$ cat config.mk
export PLATFORM = sky130hd
export DESIGN_NAME = mono_sample_to_packet_converter
export DESIGN_NICKNAME = d
export VERILOG_FILES = /design/src/rtl/audio_pkg.sv /design/src/rtl/sync_sample_fifo.sv /design/src/rtl/mono_sample_to_packet_converter.sv
export SDC_FILE = /design/constraint.sdc
export NUM_CORES = 1
export LEC_CHECK = 0
export CAP_MARGIN = 20
export CORE_ASPECT_RATIO = 1.75
export CORE_MARGIN = 2
export CORE_UTILIZATION = 55
export CTS_CLUSTER_SIZE = 25
export DETAILED_ROUTE_END_ITERATION = 12
export PLACE_DENSITY = 0.76
export SETUP_SLACK_MARGIN = 0.5
export SLEW_MARGIN = 20
export SYNTH_ARGS = -nofsm -noshare
export SYNTH_HDL_FRONTEND = slang
export SYNTH_HIERARCHICAL = 1
export SYNTH_SLANG_ARGS = --single-unit
$ cat constraint.sdc
create_clock -name M_AXIS_ACLK -period 2.8 [get_ports M_AXIS_ACLK]
set_input_delay 0.84 -clock M_AXIS_ACLK [delete_from_list [all_inputs] [get_ports M_AXIS_ACLK]]
set_output_delay 0.84 -clock M_AXIS_ACLK [all_outputs]
set_load 0.05 [all_outputs]
$ cat src/rtl/audio_pkg.sv
// Shared audio definitions: sample width and the
// stereo packetizer state encoding.
package audio_pkg;

  localparam int DATA_WIDTH = 32;

  typedef enum logic [1:0] {
    IDLE,
    SEND_L,
    SEND_R
  } tx_state_e;

  // Width of an occupancy counter that must hold 0..depth.
  function automatic int level_width(input int depth);
    return $clog2(depth + 1);
  endfunction

endpackage

$ cat src/rtl/sync_sample_fifo.sv
// Single-clock first-word-fall-through sample FIFO.
// Ports: clk, rst (async, active-high), push, pop,
// din, dout (current head), level, full, empty.
module sync_sample_fifo
  import audio_pkg::*;
#(
  parameter int WIDTH = DATA_WIDTH,
  parameter int DEPTH = 4,
  localparam int AW = $clog2(DEPTH),
  localparam int LW = $clog2(DEPTH + 1)
) (
  input  logic             clk,
  input  logic             rst,
  input  logic             push,
  input  logic             pop,
  input  logic [WIDTH-1:0] din,
  output logic [WIDTH-1:0] dout,
  output logic [LW-1:0]    level,
  output logic             full,
  output logic             empty
);

  logic [WIDTH-1:0] mem [DEPTH];
  logic [AW-1:0]    wr_ptr;
  logic [AW-1:0]    rd_ptr;
  logic             do_push;
  logic             do_pop;

  assign full    = (level == LW'(DEPTH));
  assign empty   = (level == '0);
  assign do_push = push && !full;
  assign do_pop  = pop && !empty;
  assign dout    = mem[rd_ptr];

  // Storage carries no reset; only the
  // pointers and level define validity.
  always_ff @(posedge clk) begin
    if (do_push) begin
      mem[wr_ptr] <= din;
    end
  end

  // Depth is a power of two, so pointers
  // wrap by natural overflow.
  always_ff @(posedge clk or posedge rst) begin
    if (rst) begin
      wr_ptr <= '0;
      rd_ptr <= '0;
      level  <= '0;
    end else begin
      if (do_push) begin
        wr_ptr <= wr_ptr + 1'b1;
      end
      if (do_pop) begin
        rd_ptr <= rd_ptr + 1'b1;
      end
      unique case ({do_push, do_pop})
        2'b10:   level <= level + 1'b1;
        2'b01:   level <= level - 1'b1;
        default: level <= level;
      endcase
    end
  end

endmodule

$ cat src/rtl/mono_sample_to_packet_converter.sv
// Mono strobe -> 2-beat stereo AXI4-Stream packets.
// Ports: M_AXIS_* master stream, mono_sample(_valid),
// fifo_level, sticky overflow, saturating drop_count.
module mono_sample_to_packet_converter
  import audio_pkg::*;
#(
  parameter int DATA_WIDTH       = audio_pkg::DATA_WIDTH,
  parameter int FIFO_DEPTH       = 4,
  parameter int DROP_COUNT_WIDTH = 16,
  localparam int LW = $clog2(FIFO_DEPTH + 1)
) (
  input  logic                        M_AXIS_ACLK,
  input  logic                        M_AXIS_ARESET,
  input  logic                        mono_sample_valid,
  input  logic [DATA_WIDTH-1:0]       mono_sample,
  output logic [DATA_WIDTH-1:0]       M_AXIS_TDATA,
  output logic                        M_AXIS_TVALID,
  output logic                        M_AXIS_TLAST,
  input  logic                        M_AXIS_TREADY,
  output logic [LW-1:0]               fifo_level,
  output logic                        overflow,
  output logic [DROP_COUNT_WIDTH-1:0] drop_count
);

  logic                  clk;
  logic                  rst;
  tx_state_e             state;
  logic                  fifo_push;
  logic                  fifo_pop;
  logic                  fifo_full;
  logic                  fifo_empty;
  logic [DATA_WIDTH-1:0] fifo_dout;
  logic                  drop;

  assign clk = M_AXIS_ACLK;
  assign rst = M_AXIS_ARESET;

  // Full check uses the registered level:
  // a same-cycle pop does not save a write.
  assign fifo_push = mono_sample_valid && !fifo_full;
  assign drop      = mono_sample_valid && fifo_full;

  // Pop whenever the bus register is about to
  // take a new left beat.
  always_comb begin
    fifo_pop = 1'b0;
    unique case (1'b1)
      (state == IDLE):
        fifo_pop = !fifo_empty;
      (state == SEND_R):
        fifo_pop = !fifo_empty && M_AXIS_TREADY;
      default:
        fifo_pop = 1'b0;
    endcase
  end

  sync_sample_fifo #(
    .WIDTH (DATA_WIDTH),
    .DEPTH (FIFO_DEPTH)
  ) u_fifo (
    .clk   (clk),
    .rst   (rst),
    .push  (fifo_push),
    .pop   (fifo_pop),
    .din   (mono_sample),
    .dout  (fifo_dout),
    .level (fifo_level),
    .full  (fifo_full),
    .empty (fifo_empty)
  );

  always_ff @(posedge clk or posedge rst) begin
    if (rst) begin
      state         <= IDLE;
      M_AXIS_TDATA  <= '0;
      M_AXIS_TVALID <= 1'b0;
      M_AXIS_TLAST  <= 1'b0;
    end else begin
      unique case (state)
        IDLE: begin
          if (!fifo_empty) begin
            M_AXIS_TDATA  <= fifo_dout;
            M_AXIS_TVALID <= 1'b1;
            M_AXIS_TLAST  <= 1'b0;
            state         <= SEND_L;
          end
        end
        SEND_L: begin
          // Same sample is replayed as the right beat.
          if (M_AXIS_TREADY) begin
            M_AXIS_TLAST <= 1'b1;
            state        <= SEND_R;
          end
        end
        SEND_R: begin
          if (M_AXIS_TREADY) begin
            if (!fifo_empty) begin
              M_AXIS_TDATA <= fifo_dout;
              M_AXIS_TLAST <= 1'b0;
              state        <= SEND_L;
            end else begin
              M_AXIS_TVALID <= 1'b0;
              M_AXIS_TLAST  <= 1'b0;
              state         <= IDLE;
            end
          end
        end
        default: begin
          M_AXIS_TVALID <= 1'b0;
          M_AXIS_TLAST  <= 1'b0;
          state         <= IDLE;
        end
      endcase
    end
  end

  always_ff @(posedge clk or posedge rst) begin
    if (rst) begin
      overflow   <= 1'b0;
      drop_count <= '0;
    end else if (drop) begin
      overflow <= 1'b1;
      if (drop_count != '1) begin
        drop_count <= drop_count + 1'b1;
      end
    end
  end

endmodule

==> impl_metrics.tcl <==
set metrics [dict create \
    pwr-share-comb_pct 36.2 \
    grt_max_degree 44 \
    p_seq_share_pct 40.5 \
    switchingPower_mw 3.800 \
    synth.cell_area_sq_um 7284 \
    synth_top_flop_cell "edfxtp_1" \
    syn_nets 410 \
    power_mw 10.53 \
    crit_path_start_kind "input port" \
    relSlewSlack_pct 42.33 \
    die_y_um 156.2 \
    post-route-util_pct 70.23 \
    synth_common_cells "edfxtp_1, dfrtp_1, mux2_2" \
    dr.first_iter.drc_count 116 \
    vias_per_cell 5.565 \
    period_share_pct 81.50 \
    cp_top_family "adder cells" \
    grt_use_total_pct 20.25 \
    run_status "completed" \
    end_kind "flop" \
    leakagePower_nw 3.442 \
    p_clk_share_pct 23.3 \
    io_buffers 89 \
    clock_latency_ps 420 \
    fin_area_sq_um 9086 \
    drt-total-wl_um 13220 \
    worst_pin_slew_ps 865.1 \
    synth-edff-count 128 \
    tritoncts "yes" \
    netSwitchingFraction_pct 36.10 \
    area_delta_synth_final_pct 24.73 \
    power_density_nw_per_um2 1158 \
    synth_top_area_share_pct 52.77 \
    min_period_ps 2282 \
    dieArea_sq_um 14220 \
    first_pass_iters 4 \
    netlist-cell-type-count 41 \
    globalRoute.totalOverflow 0 \
    post_drt_wl_per_cell_um 19.82 \
    yosys-top-cells-area "edfxtp_1, dfrtp_1, mux4_2, mux2_2, xor2_1" \
    p_int_mw 6.726 \
    finalSetupViolations 0 \
    timing.hold.ws_ps 476.9 \
    drive_gt1_share_pct 29.84 \
    antenna_cells 0 \
    cts_max_path_buffers 2 \
    core_sq_um 12940 \
    seq_area_frac_synth_pct 73.03 \
    ios 90 \
    crit_chain "clkdlybuf4s15_1, buf_6, inv_12, nand2_4, nand2_4, inv_2, o31a_1, ha_2, inv_2, fa_2, xor2_1, nor2_1, xor2_1" \
    slew_violations 0 \
    htreeDepth 4 \
    row_count 55 \
    synthCells 367 \
    ant_nets 0 \
    dpl-instance-area_sq_um 8508 \
    start_util_pct 56.31 \
    antenna_found_initial 0 \
    max_cap_violations 0 \
    grt_pass1_wl_um 21380 \
    drcViolationCount 0 \
    synth_area_per_cell_sq_um 19.85 \
    async_reset_ff_share_pct 31.55 \
    die_w_um 91.00 \
    nNetsFinal 526 \
    cts_sinks 187 \
    clock_skew_ps 9.798 \
    max_stage_delay_ps 380 \
    cts_buffers 17 \
    ys_ff_latch 187 \
    hp-class "flop to flop" \
    required_ps 3130 \
    gp_congestion 0.8045 \
    rsz0062_at_grt "yes" \
    root_buffer "clkbuf_16" \
    cp_max_fo 3 \
    worst-path-buf-inv 5 \
    ys_warn_count 6 \
    fill_cells 908 \
    num_vias 3712 \
    synth_area_leader_cell "edfxtp_1" \
    hold_viol 0 \
    slowest_stage "fa_2" \
    fmax_ghz 0.4382 \
    cp.arrival_ps 2610 \
    cts.clk_slew.worst_paths_ps 70 \
    peakVddDrop_mv 0.6131 \
    grt_pass1_vias 4058 \
    worstSetupPathType "input port to flop" \
    yosysMostFrequentCell "edfxtp_1" \
    dpl.hpwl_um 8222 \
]
==> state kept, by name, summed over array words and instances (netlist names) <==
register	flops
u_fifo/mem	128
M_AXIS_TDATA	32
drop_count	16
u_fifo/level	3
u_fifo/rd_ptr	2
u_fifo/wr_ptr	2
M_AXIS_TLAST	1
M_AXIS_TVALID	1
overflow	1
state	1
==> per-layer routing <==
metal	global-route usage (%)	up-vias	share of wire, %
li1	-	1665	-
met1	21.87	1951	36
met2	39.12	85	59
met3	4.526	11	3.3
met4	5.916	0	1.0
met5	0	-	0
==> cells by family (layout without fill, tap and decap cells) <==
kind of cell    after synthesis  after routing  synth area share (%)
compound gates               13             13                 1.099
xor+xnor                     17             17                 2.044
fa+ha+maj                     7              7                 1.305
buf+inv                      23            152                 2.061
flops                       187            187                 73.03
mux                          69             69                 15.80
simple gates                 51             51                 4.655
==> power by group through the flow <==
stage | registers (mW) | logic (mW) | clock network, mW
after floorplan | 5.15 | 1.93 | 0
final | 4.26 | 3.81 | 2.46
after detailed placement | 4.34 | 4.01 | 0
after global placement | 4.28 | 3.90 | 0
after global routing | 4.36 | 4.06 | 2.63
after CTS | 4.28 | 3.84 | 2.51
==> final timing paths <==
kind	startpoint	endpoint	slack (ps)	cells after the start
worst min register to register	overflow$_DFFE_PP0P_	overflow$_DFFE_PP0P_	480	1
worst max-delay path	M_AXIS_TREADY	u_fifo/level[2]$_DFFE_PP0P_	520	13
worst max register to register	u_fifo/level[0]$_DFFE_PP0P_	u_fifo/level[2]$_DFFE_PP0P_	600	10
worst min-delay path	overflow$_DFFE_PP0P_	overflow$_DFFE_PP0P_	480	1
min in group asynchronous	M_AXIS_ARESET	u_fifo/level[1]$_DFFE_PP0P_	730	2
max in group asynchronous	M_AXIS_ARESET	M_AXIS_TDATA[17]$_DFFE_PP0P_	1530	3
==> metrics by stage <==
stage	setup TNS [ps]	setup WS, ps	std cells
after detailed placement	-163.1	-162.2	631
after floorplan	0	373.1	367
after CTS	0	496.1	665
final	0	518.1	667
after global placement	-78.47	-78.47	631
after global routing	0	463.5	667
==> cells in the final DEF (no fill, tap or decap), types with 5 or more instances in the layout <==
cell and instances:
dlygate4sd2_1 48, inv_6 6, ha_1 5, buf_12 5, buf_4 13, nand2_1 10, mux2_2 36, inv_1 8
edfxtp_1 128, clkdlybuf4s50_1 33, dfrtp_2 5, nor2_1 5, clkbuf_16 17, xor2_1 13, a21oi_1 5, dfrtp_1 54
mux4_2 28
==> final cells by class <==
cell class | instances | area (sq um) | area share [%]
multi-input cells | 157 | 1847 | 20.32
well taps | 171 | 214.0 | 2.355
inverters | 12 | 57.56 | 0.6334
clock inverters | 15 | 196.4 | 2.162
repair buffers | 108 | 1020 | 11.22
flip-flops and latches | 187 | 5326 | 58.62
clock buffers | 17 | 425.4 | 4.682
==> repair_timing <==
item | in CTS | in global routing
gates resized for setup | 59 | 11
hold buffers | 0 | 0
buffers inserted | 2 | 2
pin swaps | 3 | 3
endpoints found under the setup margin | 56 | 7
hold endpoints to repair | 0 | 0
Note: power is estimated with default switching activity, not from simulation.
